--- config.mk ---
export PLATFORM = sky130hd
export DESIGN_NAME = final_permutation_stage
export DESIGN_NICKNAME = d
export VERILOG_FILES = /design/src/rtl/final_permutation_stage.sv
export SDC_FILE = /design/constraint.sdc
export NUM_CORES = 1
export LEC_CHECK = 0
export CAP_MARGIN = 20
export CORE_MARGIN = 5
export CORE_UTILIZATION = 35
export CTS_CLUSTER_SIZE = 16
export DETAILED_ROUTE_END_ITERATION = 10
export PLACE_DENSITY_LB_ADDON = 0.3
export SLEW_MARGIN = 10
export SYNTH_ARGS = -nofsm -noshare
export SYNTH_HDL_FRONTEND = slang
export SYNTH_SLANG_ARGS = --single-unit
--- constraint.sdc ---
create_clock -name clk -period 2.05 [get_ports clk]
set_input_delay 0.41 -clock clk [delete_from_list [all_inputs] [get_ports clk]]
set_output_delay 0.41 -clock clk [all_outputs]
set_load 0.01 [all_outputs]
--- src/rtl/final_permutation_stage.sv ---
// final_permutation_stage: DES output swap + IP^-1 with a 2-entry valid/ready output FIFO.
module final_permutation_stage #(
    parameter bit SWAP = 1'b1
) (
    input  logic        clk,
    input  logic        rst,
    input  logic        in_valid,
    output logic        in_ready,
    input  logic [31:0] left_half,
    input  logic [31:0] right_half,
    output logic        out_valid,
    input  logic        out_ready,
    output logic [63:0] out_text,
    output logic [1:0]  occupancy,
    output logic [15:0] blk_cnt
);
    logic [63:0] pre, perm;
    logic [63:0] mem_q [2];
    logic [63:0] mem_d [2];
    logic        wr_q, wr_d, rd_q, rd_d;
    logic [1:0]  cnt_q, cnt_d;
    logic [15:0] blk_q, blk_d;
    logic        push, pop;

    assign pre = SWAP ? {right_half, left_half} : {left_half, right_half};

    // FP[k] for row r, column c is (c even ? 40 : 8) + 8*(c/2) - r
    for (genvar k = 0; k < 64; k++) begin : g_fp
        localparam int R = k / 8;
        localparam int C = k % 8;
        localparam int F = ((C % 2 == 0) ? 40 : 8) + 8 * (C / 2) - R;
        assign perm[63 - k] = pre[64 - F];
    end

    assign in_ready  = (cnt_q != 2'd2);
    assign out_valid = (cnt_q != 2'd0);
    assign out_text  = mem_q[rd_q];
    assign occupancy = cnt_q;
    assign blk_cnt   = blk_q;
    assign push      = in_valid & in_ready;
    assign pop       = out_valid & out_ready;

    always_comb begin
        mem_d = mem_q;
        if (push) mem_d[wr_q] = perm;
        wr_d  = push ? ~wr_q : wr_q;
        rd_d  = pop ? ~rd_q : rd_q;
        cnt_d = (push && !pop) ? cnt_q + 2'd1 : (pop && !push) ? cnt_q - 2'd1 : cnt_q;
        blk_d = pop ? blk_q + 16'd1 : blk_q;
    end

    always_ff @(posedge clk) begin
        if (rst) begin
            mem_q[0] <= '0;
            mem_q[1] <= '0;
            wr_q     <= 1'b0;
            rd_q     <= 1'b0;
            cnt_q    <= 2'd0;
            blk_q    <= 16'd0;
        end else begin
            mem_q <= mem_d;
            wr_q  <= wr_d;
            rd_q  <= rd_d;
            cnt_q <= cnt_d;
            blk_q <= blk_d;
        end
    end
endmodule
==> results.json <==
{
  "area_growth_pct": 44.17,
  "synth_most_common_cell": "nand2_1",
  "peakVddDrop_uv": 568.3,
  "synth.distinct_cells": 36,
  "tightestPinTransition_ps": 580.4,
  "start_kind": "flip-flop",
  "crit_arrival_ps": 1630,
  "cts_made_buffers": 17,
  "drt_pass1_iterations": 4,
  "setup_tns_ps": 0,
  "placed_area_mm2": 0.007936,
  "p_comb_frac": 0.324,
  "period_needed_ps": 2038,
  "synth_cells": 731,
  "dp_cells": 1078,
  "cp-end-kind": "output pin",
  "post-route-drc-count": 0,
  "seq_area_mm2": 0.002967,
  "clock_sinks": 148,
  "worst_hold_slack_ps": 399.9,
  "htreeDepth": 4,
  "grt_start_max_net_pins": 56,
  "die_y_um": 141.2,
  "n_antenna_cell": 0,
  "final_util": 0.5075,
  "fin_skew_ps": 6.990,
  "syn-num-nets": 801,
  "path_class": "flip-flop to output pin",
  "power.leakage_nw": 3.337,
  "synth_top_area_share": 0.4918,
  "syn_area_mm2": 0.006025,
  "gp_congestion": 0.7657,
  "ios": 152,
  "slew_violations": 0,
  "globalRouteTotalUtil": 0.1659,
  "grt.overflow.total": 0,
  "worstHoldPathType": "input pin to flip-flop",
  "drive_above_1_share": 0.2113,
  "vias_per_cell": 4.779,
  "grt_pass1_vias": 5277,
  "start_util": 0.3520,
  "instances_no_fill": 1124,
  "synth_common_cells": "nand2_1, dfxtp_1, a21oi_1",
  "synthTopCellsByArea": "dfxtp_1, nand2_1, mux2_2",
  "drt-total-wl_mm": 16.41,
  "worstPathMaxFanout": 8,
  "fin_crit_sh": 0.9943,
  "final-setup-viol-count": 0,
  "dp_hpwl_mm": 9.984,
  "cap_violations": 0,
  "num_rows": 48,
  "core_mm2": 0.01712,
  "die_area_mm2": 0.01994,
  "power_frac_clock": 0.312,
  "drt-initial-drc-count": 215,
  "synth-seq-area-share": 0.4918,
  "fp.dieW_um": 141.2,
  "avgSynthCellArea_um2": 8.241,
  "io_buffers": 151,
  "ys_ff_latch": 148,
  "required_ps": 1640,
  "fin_nets": 958,
  "rsz0062_at_grt": "yes",
  "drt-wirelength-per-cell_um": 14.60,
  "yosysTopAreaCell": "dfxtp_1",
  "power.density_mw_per_mm2": 1059,
  "relSlewSlack": 0.6113,
  "p_int_w": 0.006462,
  "ys_warn_count": 0,
  "hold_viol": 0,
  "final_area_mm2": 0.008686,
  "pwr-share-seq": 0.365,
  "switching_share": 0.2974,
  "path_clk_slew_ps": 60,
  "status": "finished, final reports clean",
  "multi_input_area_mm2": 0.002893,
  "cts-root-buf": "clkbuf_16",
  "fill_cells": 1686,
  "grt_pass1_wl_mm": 26.63,
  "synth-main-ff-cell": "dfxtp_1",
  "cts_tree": "done",
  "cts_buffer_depth": 2,
  "switchingPower_w": 0.002735,
  "antenna_found_initial": 0,
  "async_flop_share": 0,
  "ctsHoldBuffers": 0,
  "vias": 5372,
  "max_freq_mhz": 490.6,
  "ant_nets": 0,
  "clkLatencyLatePin_ps": 410,
  "synth-edff-count": 0
}
critical path, stage by stage, from the launching register on:
cell,delay (ps)
dfxtp_4,410
buf_12,140
buf_16,130
buf_6,110
mux2_4,300
buf_6,120
placed cells by master (no fill, tap or decap), drive strengths merged, types with 5 or more instances in the layout:
cell type / n
dfxtp: 148
clkinvlp: 5
o21ai: 6
nand2: 259
clkdlybuf4s15: 16
clkdlybuf4s50: 84
nor2: 16
xor2: 9
nand4: 6
or3: 5
mux2: 64
clkbuf: 32
buf: 75
a21oi: 135
what timing repair did:
item                       CTS  global route
gates cloned                 5             0
buffers inserted            10             3
setup endpoints to repair   66            59
gates resized for setup    210            53
metrics by stage:
stage / power, W / setup WS, ps
6_report: 0.009197 / 11.71
2_1_floorplan: 0.004771 / 270.5
3_5_place_dp: 0.006042 / -61.14
4_1_cts: 0.009328 / -131.0
5_1_grt: 0.009713 / -48.91
3_3_place_gp: 0.006011 / -62.12
sequential cells by signal, summed over array words and instances, names as in the netlist:
name,count
occupancy,2
blk_cnt,16
wr_q,1
rd_q,1
mem_q,128
final timing paths:
path | startpoint | end | slack, ps | cells after the start
min | rst | blk_cnt[2] | 400 | 2
max reg2reg | blk_cnt[4] | blk_cnt[15] | 280 | 4
max | rd_q | out_text[37] | 10 | 5
min reg2reg | mem_q[42] | mem_q[42] | 450 | 2
area by class of cell:
type | count | area share
Clock buffer | 21 | 0.05301
Tap cell | 225 | 0.03241
Sequential cell | 148 | 0.3415
Timing Repair Buffer | 188 | 0.2288
Multi-Input combinational cell | 529 | 0.3330
Clock inverter | 9 | 0.009507
Inverter | 4 | 0.001729
power by group through the flow:
stage                     Combinational (W)  Clock [W]  Sequential, W
final                               0.00298    0.00287        0.00335
after global routing                0.00324    0.00308        0.00339
after CTS                           0.00302    0.00295        0.00335
after detailed placement            0.00264          0        0.00340
after global placement              0.00262          0        0.00339
after floorplan                     0.00140          0        0.00337
cell families after synthesis:
family / after synthesis / synth area share
AOI/OAI and AO/OA: 145 / 0.1236
xor gates and xnor gates: 13 / 0.01890
adders and majority gates: 2 / 0.004153
buffers and inverters: 54 / 0.03593
DFF: 148 / 0.4918
muxes: 65 / 0.1213
and+or+nand+nor: 304 / 0.2044
metal layers:
metal  part of all wire  GRT usage  vias to the layer above
li1                   -          -                     2742
met1               0.48     0.2115                     2498
met2               0.46     0.2769                      119
met3              0.050    0.04545                       13
met4              0.011    0.04437                        0
met5                  0          0                        -
Note: power is estimated with default switching activity, not from simulation.
